==> src/rtl/legv8_instr_encoder.sv <==
// LEGv8 instruction encoder: packs op/register/immediate fields into 32-bit words
// tagged with their instruction-memory byte address, with range checking and error count.
module legv8_instr_encoder #(
    parameter int unsigned             ADDR_W    = 32,
    parameter logic [ADDR_W-1:0]       BASE_ADDR = '0,
    parameter int unsigned             ERR_CNT_W = 8
) (
    input  logic                 clk,
    input  logic                 reset,
    input  logic                 in_valid,
    output logic                 in_ready,
    input  logic [4:0]           in_op,
    input  logic [4:0]           in_rd,
    input  logic [4:0]           in_rn,
    input  logic [4:0]           in_rm,
    input  logic [31:0]          in_imm,
    input  logic                 addr_load,
    input  logic [ADDR_W-1:0]    addr_value,
    output logic                 out_valid,
    input  logic                 out_ready,
    output logic [31:0]          out_instr,
    output logic [ADDR_W-1:0]    out_addr,
    output logic                 out_err,
    output logic [ERR_CNT_W-1:0] err_count
);

    typedef enum logic [4:0] {
        OP_B    = 5'd0,  OP_BL   = 5'd1,  OP_CBZ  = 5'd2,  OP_CBNZ = 5'd3,
        OP_ADDI = 5'd4,  OP_SUBI = 5'd5,  OP_ANDI = 5'd6,  OP_ORRI = 5'd7,
        OP_EORI = 5'd8,  OP_MOVZ = 5'd9,  OP_ADD  = 5'd10, OP_SUB  = 5'd11,
        OP_AND  = 5'd12, OP_ORR  = 5'd13, OP_EOR  = 5'd14, OP_LDUR = 5'd15,
        OP_STUR = 5'd16
    } op_e;

    logic [ADDR_W-1:0] addr_cnt;
    logic [31:0]       enc;
    logic              enc_err;
    logic              accept;
    logic              fits_s26, fits_s19, fits_s9, fits_u12, fits_movz;

    assign in_ready = !out_valid || out_ready;
    assign accept   = in_valid && in_ready;

    // A signed value fits in N bits when all bits from N-1 upward equal the sign
    assign fits_s26  = (in_imm[31:25] == '0) || (in_imm[31:25] == '1);
    assign fits_s19  = (in_imm[31:18] == '0) || (in_imm[31:18] == '1);
    assign fits_s9   = (in_imm[31:8]  == '0) || (in_imm[31:8]  == '1);
    assign fits_u12  = (in_imm[31:12] == '0);
    assign fits_movz = (in_imm[31:18] == '0);

    always_comb begin
        enc     = '0;
        enc_err = 1'b0;
        case (op_e'(in_op))
            OP_B:    begin enc_err = !fits_s26; enc = {6'b000101, in_imm[25:0]}; end
            OP_BL:   begin enc_err = !fits_s26; enc = {6'b100101, in_imm[25:0]}; end
            OP_CBZ:  begin enc_err = !fits_s19; enc = {8'b10110100, in_imm[18:0], in_rd}; end
            OP_CBNZ: begin enc_err = !fits_s19; enc = {8'b10110101, in_imm[18:0], in_rd}; end
            OP_ADDI: begin enc_err = !fits_u12; enc = {10'b1001000100, in_imm[11:0], in_rn, in_rd}; end
            OP_SUBI: begin enc_err = !fits_u12; enc = {10'b1101000100, in_imm[11:0], in_rn, in_rd}; end
            OP_ANDI: begin enc_err = !fits_u12; enc = {10'b1001001000, in_imm[11:0], in_rn, in_rd}; end
            OP_ORRI: begin enc_err = !fits_u12; enc = {10'b1011001000, in_imm[11:0], in_rn, in_rd}; end
            OP_EORI: begin enc_err = !fits_u12; enc = {10'b1101001000, in_imm[11:0], in_rn, in_rd}; end
            OP_MOVZ: begin enc_err = !fits_movz; enc = {9'b110100101, in_imm[17:16], in_imm[15:0], in_rd}; end
            OP_ADD:  enc = {11'b10001011000, in_rm, 6'b000000, in_rn, in_rd};
            OP_SUB:  enc = {11'b11001011000, in_rm, 6'b000000, in_rn, in_rd};
            OP_AND:  enc = {11'b10001010000, in_rm, 6'b000000, in_rn, in_rd};
            OP_ORR:  enc = {11'b10101010000, in_rm, 6'b000000, in_rn, in_rd};
            OP_EOR:  enc = {11'b11001010000, in_rm, 6'b000000, in_rn, in_rd};
            OP_LDUR: begin enc_err = !fits_s9; enc = {11'b11111000010, in_imm[8:0], 2'b00, in_rn, in_rd}; end
            OP_STUR: begin enc_err = !fits_s9; enc = {11'b11111000000, in_imm[8:0], 2'b00, in_rn, in_rd}; end
            default: enc_err = 1'b1;
        endcase
    end

    always_ff @(posedge clk or posedge reset) begin
        if (reset) begin
            out_valid <= 1'b0;
            out_instr <= '0;
            out_addr  <= '0;
            out_err   <= 1'b0;
            err_count <= '0;
            addr_cnt  <= BASE_ADDR;
        end else begin
            if (accept) begin
                out_valid <= 1'b1;
                out_instr <= enc_err ? '0 : enc;
                out_addr  <= addr_cnt;
                out_err   <= enc_err;
                if (enc_err && (err_count != '1))
                    err_count <= err_count + 1'b1;
            end else if (out_ready) begin
                out_valid <= 1'b0;
            end
            // An explicit load wins over the post-accept increment
            if (addr_load)
                addr_cnt <= addr_value;
            else if (accept && !enc_err)
                addr_cnt <= addr_cnt + ADDR_W'(4);
        end
    end

endmodule

==> config.mk <==
export PLATFORM = sky130hd
export DESIGN_NAME = legv8_instr_encoder
export DESIGN_NICKNAME = d
export VERILOG_FILES = /design/src/rtl/legv8_instr_encoder.sv
export SDC_FILE = /design/constraint.sdc
export NUM_CORES = 1
export LEC_CHECK = 0
export ABC_AREA = 1
export CORE_MARGIN = 4
export CORE_UTILIZATION = 34
export CTS_BUF_LIST = sky130_fd_sc_hd__clkbuf_16
export CTS_CLUSTER_SIZE = 10
export DETAILED_ROUTE_END_ITERATION = 6
export SLEW_MARGIN = 20
export SYNTH_ARGS = -nofsm -noshare
export SYNTH_HDL_FRONTEND = slang
export SYNTH_SLANG_ARGS = --single-unit
==> constraint.sdc <==
create_clock -name clk -period 5.95 [get_ports clk]
set_input_delay 1.19 -clock clk [delete_from_list [all_inputs] [get_ports clk]]
set_output_delay 1.19 -clock clk [all_outputs]
set_load 0.005 [all_outputs]
==> results.md <==
Pwr:
- In this run the static leakage power is around 3.9 nW.
- The total power is 0.002129 W.
- Power spread over the standard cell area amounts to approximately 260 mW/mm2.
- The maximum vdd drop is approximately 190 uV.

Detailed routing:
- The final routed DRC violation total is 0.
- The total routed wirelength is slightly below 20000 um.
- The number of vias per cell after detailed routing is 4.877.
- The average routed wire per standard cell is ~16 um.
- Once detail routing completed, the nets flagged for antenna violations numbered 0.
- The total number of vias is approximately 6200.
- The first routing iteration left roughly 520 violations.
- The pre-antenna-repair detailed-routing pass consisted of 5 iterations.

Final layout:
- The number of antenna repair diodes is 0.
- Summing all flip-flop and latch instances after layout gives between 0.002 and 0.003 mm2.
- The leading cell type in the layout, fill and taps excluded is nand2_1.
- At the end of the flow, the number of nets in the layout was ~1100.
- The post-synthesis to final-layout area growth is 33.65%.
- The top cell types in the final layout, fill and taps aside, are nand2_1, clkdlybuf4s50_1, dfrtp_1.
- The number of fillers in the final layout is about 1800.
- The post-route netlist has under 10% of its cells at a drive strength greater than 1.
- In the final layout, the multi-input gates occupy 0.003118 mm2.

Critical path:
- STA classifies the critical path endpoint as a flip-flop.
- Along the worst path, the maximum fanout reaches 56.
- The internal reg-to-reg setup slack is between 3 and 4 ns.
- STA puts the critical path data required time at 6.19 ns.
- Counting stages on the worst path, the most repeated cell is nand2_1.
- The largest individual stage delay along the critical path comes from the cell o21ai_1.
- The data arrival time of the worst path is between 4 and 5 ns.
- The critical path goes through clkdlybuf4s50_1 -> nor2_4 -> nand2_1 -> o21ai_1 -> nand3_1 -> nand2_1 -> inv_2 -> nand3_2 -> buf_4 -> inv_2 -> nand2_1 -> nand2_1.
- The cell count of the worst reg-to-reg path is 8.
- The setup path with the least slack is of type input pin to flip-flop.
- The startpoint of the lowest-slack register-to-register path is out_valid.
- The critical path starts at in_op[3].
- The reg-to-reg critical path endpoint is out_instr[18].
- The biggest cell delay along the critical path is 0.72 ns.
- The worst setup path is launched from an input pin.

Global routing:
- For met2 alone, demand over resource in global routing was slightly below 30%.
- For this run, global-route usage on met3 was measured as 3.561%.
- The number of global-route vias before repair is 5911.
- Global routing finished with a remaining overflow of 0.
- The maximum number of pins on one net before global-route repair is 98.
- met2 is the most crowded layer.
- The global-route total usage across every layer is a little under a fifth.
- The initial antenna violation count was 0.
- The first global-routing pass estimated ~31000 um of wire.
- Global routing used about 28% of the available met1 tracks.

Floorplan:
- From bottom edge to top edge, the die measures between 100 and 150 um.
- The floorplan has a little under 50 rows.
- Pin placement for this block handled roughly 160 I/O pins.
- The die span in x is 143.4 um.
- The floorplan step defined a die boundary enclosing between 0.02 and 0.025 mm2.
- The placeable core region is around 0.018 mm2.
- Once the floorplan was initialized, standard cells occupied 34.58% of the core.

Clock network:
- The number of buffers created by CTS is 9.
- The total clock sinks is 106.
- Once the clock tree was built, the resizer swapped 0 gates to a different size.
- The TritonCTS clock tree is yes.
- Post-CTS timing repair inserted 0 buffers for setup.
- For the worst-skew pair, the clock arrives at the later sink with an insertion delay of 0.35 ns.
- The number of levels in the clock H-tree is 3.
- After clock tree synthesis, the clock-pin slew on the worst setup and hold paths is 0.07 ns.
- The clock passes through at most 2 buffers.
- The hold buffer count at cts is 0.
- In this run the clock root is driven by a clkbuf_16.

STA:
- Across the routed clock network, the largest skew measured is around 0.01 ns.
- The achievable clock frequency is 260.4 MHz.
- The number of setup violations in the final report is 0.
- Setup repair after global routing left no endpoint under its margin.
- The accumulated negative setup slack is 0 ns.
- The number of slew-limit violations in the final report is 0.
- For the pin with the worst max-slew slack, the measured transition is between 0.9 and 1 ns.
- The final critical path takes up 64.54% of the cycle.
- For the finished layout, the period the worst path requires is around 3.8 ns.
- The worst slew margin relative to its limit is a little under two fifths.
- The final number of hold-violating endpoints is 0.

Synth:
- After synthesis, the cell types taking the most area are dfrtp_1, nand2_1, nand3_1.
- Of the synthesized area, sequential elements account for a little over two fifths.
- The average cell area after synthesis is 6.963 um2.
- Synthesis inferred 106 register bits.
- The netlist area before placement is 0.006232 mm2.
- The proportion of netlist area held by the largest area contributor is 42.56%.
- Synthesis produced a netlist with a net count of between 900 and 1000.
- Yosys printed 0 warnings.
- The netlist uses 34 different library cells.
- The cell count after synthesis came out at just under 900.
- The leading area contributor after synthesis is dfrtp_1.

Run:
- The tool flagged a number of max-cap violations equal to 0.

Place:
- Summed over all nets, the half-perimeter wirelength after detailed placement is about 14000 um.
- Input and output buffers added on the ports amount to between 150 and 200.
- The weighted congestion reported at the end of routability-driven placement is 0.8884.

Hold path:
- The worst hold path was traced through 2 stages.
- The path class of the tightest hold or removal check is flip-flop to flip-flop.
- The worst hold path terminates at out_instr[16].
- In this run the most critical hold path is launched from out_instr[16].

Outcome:
- The flow ran to the end, and the final reports show no timing, DRC or antenna violations.
state kept, by name, summed over array words and instances (netlist names):
name,flops
addr_cnt,32
err_count,8
out_addr,32
out_err,1
out_instr,32
out_valid,1
area by class of cell:
class,instances,share of cell area (%)
Sequential cell,106,31.85
Clock buffer,9,2.704
Inverter,77,3.500
Multi-Input combinational cell,677,37.43
Tap cell,229,3.440
Clock inverter,7,1.037
Timing Repair Buffer,168,20.04
routing by layer:
metal	up-vias	wire [um]
li1	3145	-
met1	2842	9536
met2	197	8678
met3	25	1180
met4	0	382
met5	-	0
worst max-delay path: cells and delay by family:
kind / cells / cell delay [ns]
buf+inv: 4 / 1.33
simple gates: 7 / 0.83
compound gates: 1 / 0.72
logic make-up after synthesis:
logic type	after synthesis	share of synthesized area, %
flops	106	42.56
fa+ha+maj	2	0.4015
simple gates	542	36.62
buf+inv	112	7.569
compound gates	115	10.32
xor+xnor	18	2.530
power breakdown:
part | total [W] | switching, W | internal (W)
combinational | 0.000564 | 0.000276 | 0.000289
sequential | 0.000927 | 0.0000972 | 0.000830
clock | 0.000638 | 0.000273 | 0.000365
Yosys cell counts:
library cell,n
nand2_1,356
dfrtp_1,106
nor2_1,72
inv_1,70
nand3_1,67
o21ai_0,64
clkbuf_1,17
nor3_1,15
o21ai_1,14
xor2_1,14
a21oi_1,13
nand3_2,13
a21boi_0,7
buf_2,7
inv_2,7
a22oi_1,6
a221oi_1,5
buf_1,5
nand4_1,5
buf_6,4
nand2_2,4
nor2_2,4
xnor2_1,4
a22o_1,2
ha_1,2
nor2_4,2
nor4_1,2
o31ai_1,2
a211oi_1,1
a31oi_1,1
buf_8,1
clkbuf_2,1
nand2_4,1
nand3b_1,1
worst max path at each step:
stage / to / cells after the start
after floorplan: addr_cnt[0] / 1
after global placement: addr_cnt[12] / 11
after detailed placement: addr_cnt[20] / 11
after CTS: addr_cnt[20] / 11
after global routing: out_instr[18] / 12
final: out_instr[18] / 12
per-stage QoR:
stage / cells / hold slack, ns / cell area [um2] / utilization, % / setup slack (ns)
2_1_floorplan: 895 / 0.4724 / 6232 / - / 1.971
3_3_place_gp: 1257 / 0.4663 / 8015 / 44.47 / 1.836
3_5_place_dp: 1257 / 0.4686 / 8015 / 44.47 / 1.681
4_1_cts: 1273 / 0.4856 / 8327 / 46.20 / 2.048
5_1_grt: 1273 / 0.5083 / 8329 / 46.21 / 1.883
6_report: 1273 / 0.4823 / 8329 / 46.21 / 2.110
(Power assumes the default switching activity.)
